**src/rtl/mips_bp_pkg.sv**
```systemverilog
`default_nettype none
// +----------------------------------------------------------------------------+
// | Package  : mips_bp_pkg                                                     |
// | Brief    : Shared constants and helpers for the ID-stage branch predictor. |
// | Revision : 1.0                                                             |
// +----------------------------------------------------------------------------+
package mips_bp_pkg;

    // Reset and threshold values for the default 2-bit counter.
    localparam logic [1:0] CNT_WNT = 2'b01;
    localparam logic [1:0] CNT_WT  = 2'b10;

    // Weakly-not-taken for any counter width: MSB clear, all lower bits set.
    function automatic int cnt_wnt(input int cnt_w);
        return (1 << (cnt_w - 1)) - 1;
    endfunction

    // Weakly-taken for any counter width: only the MSB set.
    function automatic int cnt_wt(input int cnt_w);
        return 1 << (cnt_w - 1);
    endfunction

    // Word-aligned PC to table index: PC[idx_w+1:2].
    function automatic logic [31:0] bht_idx(input logic [31:0] pc, input int idx_w);
        return (pc >> 2) & 32'((1 << idx_w) - 1);
    endfunction

endpackage
`default_nettype wire

```
**src/rtl/bht_table.sv**
```systemverilog
`default_nettype none
// +----------------------------------------------------------------------------+
// | Module   : bht_table                                                       |
// | Brief    : Saturating-counter branch history table, async IF read port,    |
// |            sync read-modify-write training port, sync active-low reset.    |
// | Revision : 1.0                                                             |
// +----------------------------------------------------------------------------+
module bht_table
    import mips_bp_pkg::*;
#(
    parameter int BHT_DEPTH = 16,
    parameter int CNT_W     = 2,
    parameter int IDX_W     = $clog2(BHT_DEPTH)
) (
    input  logic             clk,
    input  logic             rst_n,
    input  logic [IDX_W-1:0] i_rd_idx,
    output logic             o_rd_taken,
    input  logic             i_wr_en,
    input  logic [IDX_W-1:0] i_wr_idx,
    input  logic             i_wr_taken
);

    localparam logic [CNT_W-1:0] c_wnt = CNT_W'(cnt_wnt(CNT_W));
    localparam logic [CNT_W-1:0] c_max = '1;
    localparam logic [CNT_W-1:0] c_min = '0;

    logic [CNT_W-1:0] r_cnt [BHT_DEPTH];
    logic [CNT_W-1:0] w_cur;
    logic [CNT_W-1:0] w_next;

    assign w_cur = r_cnt[i_wr_idx];

    always_comb begin
        w_next = w_cur;
        if (i_wr_taken) begin
            if (w_cur != c_max) w_next = w_cur + 1'b1;
        end else begin
            if (w_cur != c_min) w_next = w_cur - 1'b1;
        end
    end

    always_ff @(posedge clk) begin
        if (!rst_n) begin
            for (int i = 0; i < BHT_DEPTH; i++) r_cnt[i] <= c_wnt;
        end else if (i_wr_en) begin
            r_cnt[i_wr_idx] <= w_next;
        end
    end

    // No write bypass: a same-cycle update shows up on the next fetch.
    assign o_rd_taken = r_cnt[i_rd_idx][CNT_W-1];

endmodule
`default_nettype wire

```
**src/rtl/id_branch_resolve_bht.sv**
```systemverilog
`default_nettype none
// +----------------------------------------------------------------------------+
// | Module   : id_branch_resolve_bht                                           |
// | Brief    : ID-stage BEQ/BNE resolution with BHT prediction, mispredict     |
// |            flagging and saturating branch/mispredict statistics.           |
// | Revision : 1.0                                                             |
// +----------------------------------------------------------------------------+
module id_branch_resolve_bht
    import mips_bp_pkg::*;
#(
    parameter int DATA_W    = 32,
    parameter int BHT_DEPTH = 16,
    parameter int CNT_W     = 2,
    parameter int STAT_W    = 16
) (
    input  logic              clk,
    input  logic              rst_n,
    input  logic              Branch_ID,
    input  logic              BranchNE_ID,
    input  logic [DATA_W-1:0] ReadData1_ID,
    input  logic [DATA_W-1:0] ReadData2_ID,
    input  logic [31:0]       PC_ID,
    input  logic              PredTaken_ID,
    input  logic              Stall_ID,
    input  logic [31:0]       PC_IF,
    output logic              PredTaken_IF,
    output logic              Zero_ID,
    output logic              PCSrc_ID,
    output logic              Mispredict_ID,
    output logic [STAT_W-1:0] BranchCnt,
    output logic [STAT_W-1:0] MispredCnt
);

    localparam int IDX_W = $clog2(BHT_DEPTH);

    logic              w_resolve;
    logic [IDX_W-1:0]  w_idx_id;
    logic [IDX_W-1:0]  w_idx_if;
    logic [STAT_W-1:0] r_branch_cnt;
    logic [STAT_W-1:0] r_mispred_cnt;

    assign Zero_ID       = (ReadData1_ID == ReadData2_ID);
    assign PCSrc_ID      = Branch_ID & (BranchNE_ID ? ~Zero_ID : Zero_ID);
    // Reset gates resolution so a mid-run reset cycle trains nothing.
    assign w_resolve     = Branch_ID & ~Stall_ID & rst_n;
    assign Mispredict_ID = w_resolve & (PCSrc_ID != PredTaken_ID);

    assign w_idx_id = IDX_W'(bht_idx(PC_ID, IDX_W));
    assign w_idx_if = IDX_W'(bht_idx(PC_IF, IDX_W));

    bht_table #(
        .BHT_DEPTH (BHT_DEPTH),
        .CNT_W     (CNT_W),
        .IDX_W     (IDX_W)
    ) u_bht (
        .clk        (clk),
        .rst_n      (rst_n),
        .i_rd_idx   (w_idx_if),
        .o_rd_taken (PredTaken_IF),
        .i_wr_en    (w_resolve),
        .i_wr_idx   (w_idx_id),
        .i_wr_taken (PCSrc_ID)
    );

    always_ff @(posedge clk) begin
        if (!rst_n) begin
            r_branch_cnt  <= '0;
            r_mispred_cnt <= '0;
        end else if (w_resolve) begin
            if (r_branch_cnt != '1) r_branch_cnt <= r_branch_cnt + 1'b1;
            if (Mispredict_ID && (r_mispred_cnt != '1)) r_mispred_cnt <= r_mispred_cnt + 1'b1;
        end
    end

    assign BranchCnt  = r_branch_cnt;
    assign MispredCnt = r_mispred_cnt;

endmodule
`default_nettype wire

```
**config.mk**
```make
export PLATFORM = sky130hd
export DESIGN_NAME = id_branch_resolve_bht
export DESIGN_NICKNAME = d
export VERILOG_FILES = /design/src/rtl/mips_bp_pkg.sv /design/src/rtl/bht_table.sv /design/src/rtl/id_branch_resolve_bht.sv
export SDC_FILE = /design/constraint.sdc
export NUM_CORES = 1
export LEC_CHECK = 0
export CAP_MARGIN = 20
export CORE_MARGIN = 3
export CORE_UTILIZATION = 42
export DETAILED_ROUTE_END_ITERATION = 12
export GPL_ROUTABILITY_DRIVEN = 0
export GPL_TIMING_DRIVEN = 0
export PLACE_DENSITY = 0.78
export RECOVER_POWER = 100
export SYNTH_ARGS = -nofsm -noshare
export SYNTH_HDL_FRONTEND = slang
export SYNTH_SLANG_ARGS = --single-unit
```
**constraint.sdc**
```tcl
create_clock -name clk -period 2.9 [get_ports clk]
set_input_delay 0.58 -clock clk [delete_from_list [all_inputs] [get_ports clk]]
set_output_delay 0.58 -clock clk [all_outputs]
set_load 0.02 [all_outputs]
```
# --- Yosys cells after proc, flatten, opt, wreduce, memory -nomap -nowiden ---
# Memory sizes are Yosys's and may differ from the RTL's.
# Cells that the tools add are included.
# W data, S select, Z words.
op_classes:
  add_sub_neg: 4
  eq_ne: 5
  muxes: 11
  n_bitwise: 6
  reduce_logical: 5
op_table:
  columns: ["op", "count"]
  rows:
  - ["$add A16 B1 Y16 const B", 2]
  - ["$eq A32 B32 Y1", 1]
  - ["$ne A16 B16 Y1 const B", 2]
  - ["$mux W2", 4]
  - ["$mux W1", 6]
  - ["$and A1 B1 Y1", 4]
  - ["$mux W4", 1]
  - ["$reduce_and A2 Y1", 2]
  - ["$add A2 B1 Y2 const B", 1]
  - ["$ne A2 B2 Y1 const B", 1]
  - ["$not A1 Y1", 2]
  - ["$reduce_bool A2 Y1", 1]
  - ["$reduce_or A2 Y1", 1]
  - ["$sub A2 B1 Y2 const B", 1]
  - ["$logic_and A1 B1 Y1", 1]
  - ["$ne A1 B1 Y1", 1]
word_totals:
  memories: 1
  elab_cells: 34
  ram_bits: 32
  output_inout_bits: 36
  register_bits: 32
  input_bits: 134
mem_list:
  columns: ["memory", "words", "width", "read_ports", "rd_clocked_by_memory_dff", "write_ports", "line", "rtl"]
  rows:
  - ["u_bht.r_cnt", 16, 2, 2, 0, 16, "bht_table.sv:28", "logic [CNT_W-1:0] r_cnt [BHT_DEPTH];"]

# --- Logic depth before layout (Yosys ltp) ---
depth:
  word_depth: 8
  mapped_depth: 9
  depth_no_buf: 8

# --- Modules after synthesis ---
# A second synthesis with hierarchy kept.
hier_totals:
  hier_cells: 378
  hier_area_um2: 3709.8
modules_own_cells:
  columns: ["module", "seq_area_each_um2", "area_each_um2", "cells_per_inst", "n_inst"]
  rows:
  - ["id_branch_resolve_bht", 640.6, 1981.9, 234, 1]
  - ["bht_table", 960.9, 1727.9, 144, 1]

# --- Worst setup path after synthesis ---
# Ideal clock, no wire load.
synth_timing:
  path_type: "input to output"
  startpoint: "input port ReadData2_ID[29]"
  endpoint: "output port Mispredict_ID"
  path_stages: 7
  setup_slack_ps: 15
  path_buffers: 0
  required_time_ps: 2320
  t_arrival_ps: 2305
  path_cell_list: "xor2_1 -> nor4_1 -> nand4_1 -> or3_1 -> a21oi_2 -> xnor2_1 -> nor2_1"
synth_via:
  elab_chain_len: 6
synth_rtl:
  columns: ["element", "line", "rtl"]
  rows:
  - ["start: declaration", "id_branch_resolve_bht.sv:21", "input logic [DATA_W-1:0] ReadData2_ID,"]
  - ["$eq A32 B32 Y1 (*)", "id_branch_resolve_bht.sv:42", "assign Zero_ID = (ReadData1_ID == ReadData2_ID);"]
  - ["$not A1 Y1", "id_branch_resolve_bht.sv:43", "assign PCSrc_ID = Branch_ID & (BranchNE_ID ? ~Zero_ID : Zero_ID);"]
  - ["$mux W1 (*)", "id_branch_resolve_bht.sv:43", null]
  - ["$and A1 B1 Y1 (*)", "id_branch_resolve_bht.sv:43", null]
  - ["net PCSrc_ID", "id_branch_resolve_bht.sv:28", "output logic PCSrc_ID,"]
  - ["$ne A1 B1 Y1 (*)", "id_branch_resolve_bht.sv:46", "assign Mispredict_ID = w_resolve & (PCSrc_ID != PredTaken_ID);"]
  - ["$and A1 B1 Y1 (*)", "id_branch_resolve_bht.sv:46", null]
  - ["end: declaration", "id_branch_resolve_bht.sv:29", "output logic Mispredict_ID,"]
# The timed path passes the listed nets; every way through them passes the cells marked *.

# --- Worst setup path in the final report ---
layout_timing:
  startpoint: "input port ReadData1_ID[18]"
  endpoint: "output port Mispredict_ID"
layout_via:
  elab_chain_len: 6
layout_rtl:
  columns: ["element", "line", "rtl"]
  rows:
  - ["start: declaration", "id_branch_resolve_bht.sv:20", "input logic [DATA_W-1:0] ReadData1_ID,"]
  - ["$eq A32 B32 Y1 (*)", "id_branch_resolve_bht.sv:42", null]
  - ["$not A1 Y1", "id_branch_resolve_bht.sv:43", null]
  - ["$mux W1 (*)", "id_branch_resolve_bht.sv:43", null]
  - ["$and A1 B1 Y1 (*)", "id_branch_resolve_bht.sv:43", null]
  - ["$ne A1 B1 Y1 (*)", "id_branch_resolve_bht.sv:46", null]
  - ["$and A1 B1 Y1 (*)", "id_branch_resolve_bht.sv:46", null]
# Every way passes the cells marked *; elsewhere a longest branch is shown, timed or not.

==> results.ini <==
[status]
status = finished, violations left
violations = negative setup slack

[clock_tree]
clock_path_buffers = 2
holdBufCountCts = 0
cts.htree.levels = 3
cts_sinks = 64
clk_latency_ns = 0.34
cts_buffers = 9
clk_pin_slew_ns = 0.06
cts_tree = yes
clock-root-buffer = clkbuf_8

[timing]
setup_slack_ns = -0.00710
drv_slew = 0
worst_slew_pin_slew_ns = 1.11
maxClockFrequency_mhz = 344
clock_skew_ns = 0.00764
setup-violations-final = 1
fin_crit_ns = 2.91
rsz0062_at_grt = true
max_slew_margin_pct = 25.1
final-hold-violation-count = 0
timing.final.crit_share_pct = 100

[synthesis]
synth-edff-count = 32
synth_flop_cell = edfxtp_1
yosysTopAreaCell = edfxtp_1
synthCells = 374
synthArstFlopShare_pct = 0
synth_most_common_cell = nand2_1
synth.area.top_cells = edfxtp_1 (26%), dfxtp_1 (17%), xor2_1 (10%)
ys_warn_count = 0
post_synth.cell_area_avg_um2 = 9.87
synth_top_cell_area_share_pct = 26.0
syn_area_mm2 = 0.00369
ys_ff_latch = 64
synth_common_cells = nand2_1 (47), xor2_1 (43), nand3_1 (38)
yosysSeqAreaShare_pct = 43.4
synthDistinctLibCells = 42
synth_nets = 510

[placed_design]
dpl.cell_count = 588
pre_cts_ws_ns = -1.15
io_buffers = 109
hpwl_um = 8060

[die]
core_mm2 = 0.00838
start_util_pct = 44.0
die_h_um = 99.7
die-area_mm2 = 0.00995
io_pins = 170
die_w_um = 99.7
rows = 33

[critical_path]
crit_arrival_ns = 2.33
path_max_fanout = 2
critPathLaunchType = input port
critical_path_required_ns = 2.32
critical_path_class = input port to output pin
cp-end-kind = output pin
reg2reg_slack_ns = 0.25

[grt]
grt_pass1_wl_um = 16600
grt_start_max_net_pins = 12
grt_usage_pct = 21.1
grt_pass1_vias = 3445
globalRouteOverflowTotal = 0
antenna_found_initial = 0

[drt]
vias = 3298
drt-pass1-iter-count = 5
drt_iter0_markers = 149
wl_per_cell_um = 17.0
ant_nets = 0
avgViaCountPerCell = 5.43
drc = 0
drt-total-wl_um = 10300

[layout]
fin_util_pct = 58.8
syn2layout_area_growth_pct = 33.5
diodes = 0
final_cells = 607
fillers = 754
drive_above_1_share_pct = 21.3
fin_nets = 633

[flow_run]
drv_cap = 0

[power_and_ir_drop]
p_leak_uw = 0.00193
ir_worst_vdd_mv = 0.264
p_per_area_mw_per_mm2 = 402

[min_path]
hold_path.class = flop to flop

## cell families after synthesis
logic type | after synthesis | share of synthesized area [%]
buffers and inverters | 27 | 3.22
flip-flops | 64 | 43.4
AND/OR/NAND/NOR | 181 | 23.8
adder cells (fa/ha/maj) | 2 | 0.678
XOR/XNOR | 52 | 12.3
multiplexers | 20 | 9.83
AO/OA/AOI/OAI | 28 | 6.78
## routing by layer
| metal | routed length (um) | vias up | share of wire [%] | GRT usage [%] |
|---|---|---|---|---|
| met5 | 0 | - | 0 | 0 |
| met4 | 172 | 0 | 1.7 | 6.51 |
| met3 | 880 | 16 | 8.5 | 7.15 |
| met2 | 5020 | 133 | 49 | 35.2 |
| met1 | 4230 | 1567 | 41 | 25.7 |
| li1 | - | 1582 | - | - |
## worst max-delay path, stage by stage
cell and delay (ns):
buf_6 0.09, xor2_1 0.15, nor4_1 0.35, nand4_1 0.20
or3_4 0.38, a21oi_4 0.19, xnor2_2 0.08, nor2_2 0.16
buf_6 0.14
## placed cells by master (no fill, tap or decap), types with 18 or more instances in the layout
cell type / n
edfxtp_1: 32
nand3_1: 38
dfxtp_1: 32
nand2_1: 47
nor3_1: 18
xor2_1: 43
buf_2: 27
nor2_1: 31
clkbuf_2: 25
dlygate4sd3_1: 32
## layout make-up
cell class | count | area [um^2] | share of cell area [%]
plain buffers | 17 | 88.8 | 1.80
clock buffers | 9 | 124 | 2.51
clock inverters | 7 | 62.6 | 1.27
inverters | 10 | 37.5 | 0.762
multi-input cells | 283 | 2010 | 40.8
flip-flops and latches | 64 | 1600 | 32.5
well taps | 105 | 131 | 2.67
repair buffers | 112 | 872 | 17.7
## path summary, 6_finish.rpt
check | cells past startpoint | startpoint | endpoint
max | 9 | ReadData1_ID[18] | Mispredict_ID
min | 2 | MispredCnt[6] | MispredCnt[6]
max reg2reg | 8 | BranchCnt[0] | BranchCnt[8]
min reg2reg | 2 | MispredCnt[6] | MispredCnt[6]
## state kept, by name, summed over array words and instances, names as in the netlist
name and count:
BranchCnt 16, u_bht.r_cnt 32, MispredCnt 16
## through the flow
stage | hold slack [ns] | area [um^2] | total power (uW) | setup TNS [ns]
after floorplan | 0.548 | 3690 | 1130 | 0
after global placement | 0.474 | 4910 | 1290 | -21.57
after detailed placement | 0.480 | 4910 | 1300 | -25.30
after CTS | 0.487 | 5020 | 2000 | -0.0373
after global routing | 0.503 | 4930 | 2070 | -0.0367
final | 0.481 | 4930 | 1980 | -0.00710
## where the power goes
| part | switching (uW) | internal [uW] |
|---|---|---|
| combinational | 156 | 127 |
| sequential | 8.43 | 961 |
| clock | 341 | 387 |
## timing repair
action	CTS	global route
hold endpoints to repair	0	0
pin swaps	37	20
endpoints found under the setup margin	30	22
gates resized for setup	173	47
buffers inserted	3	0
(Power assumes the default switching activity.)
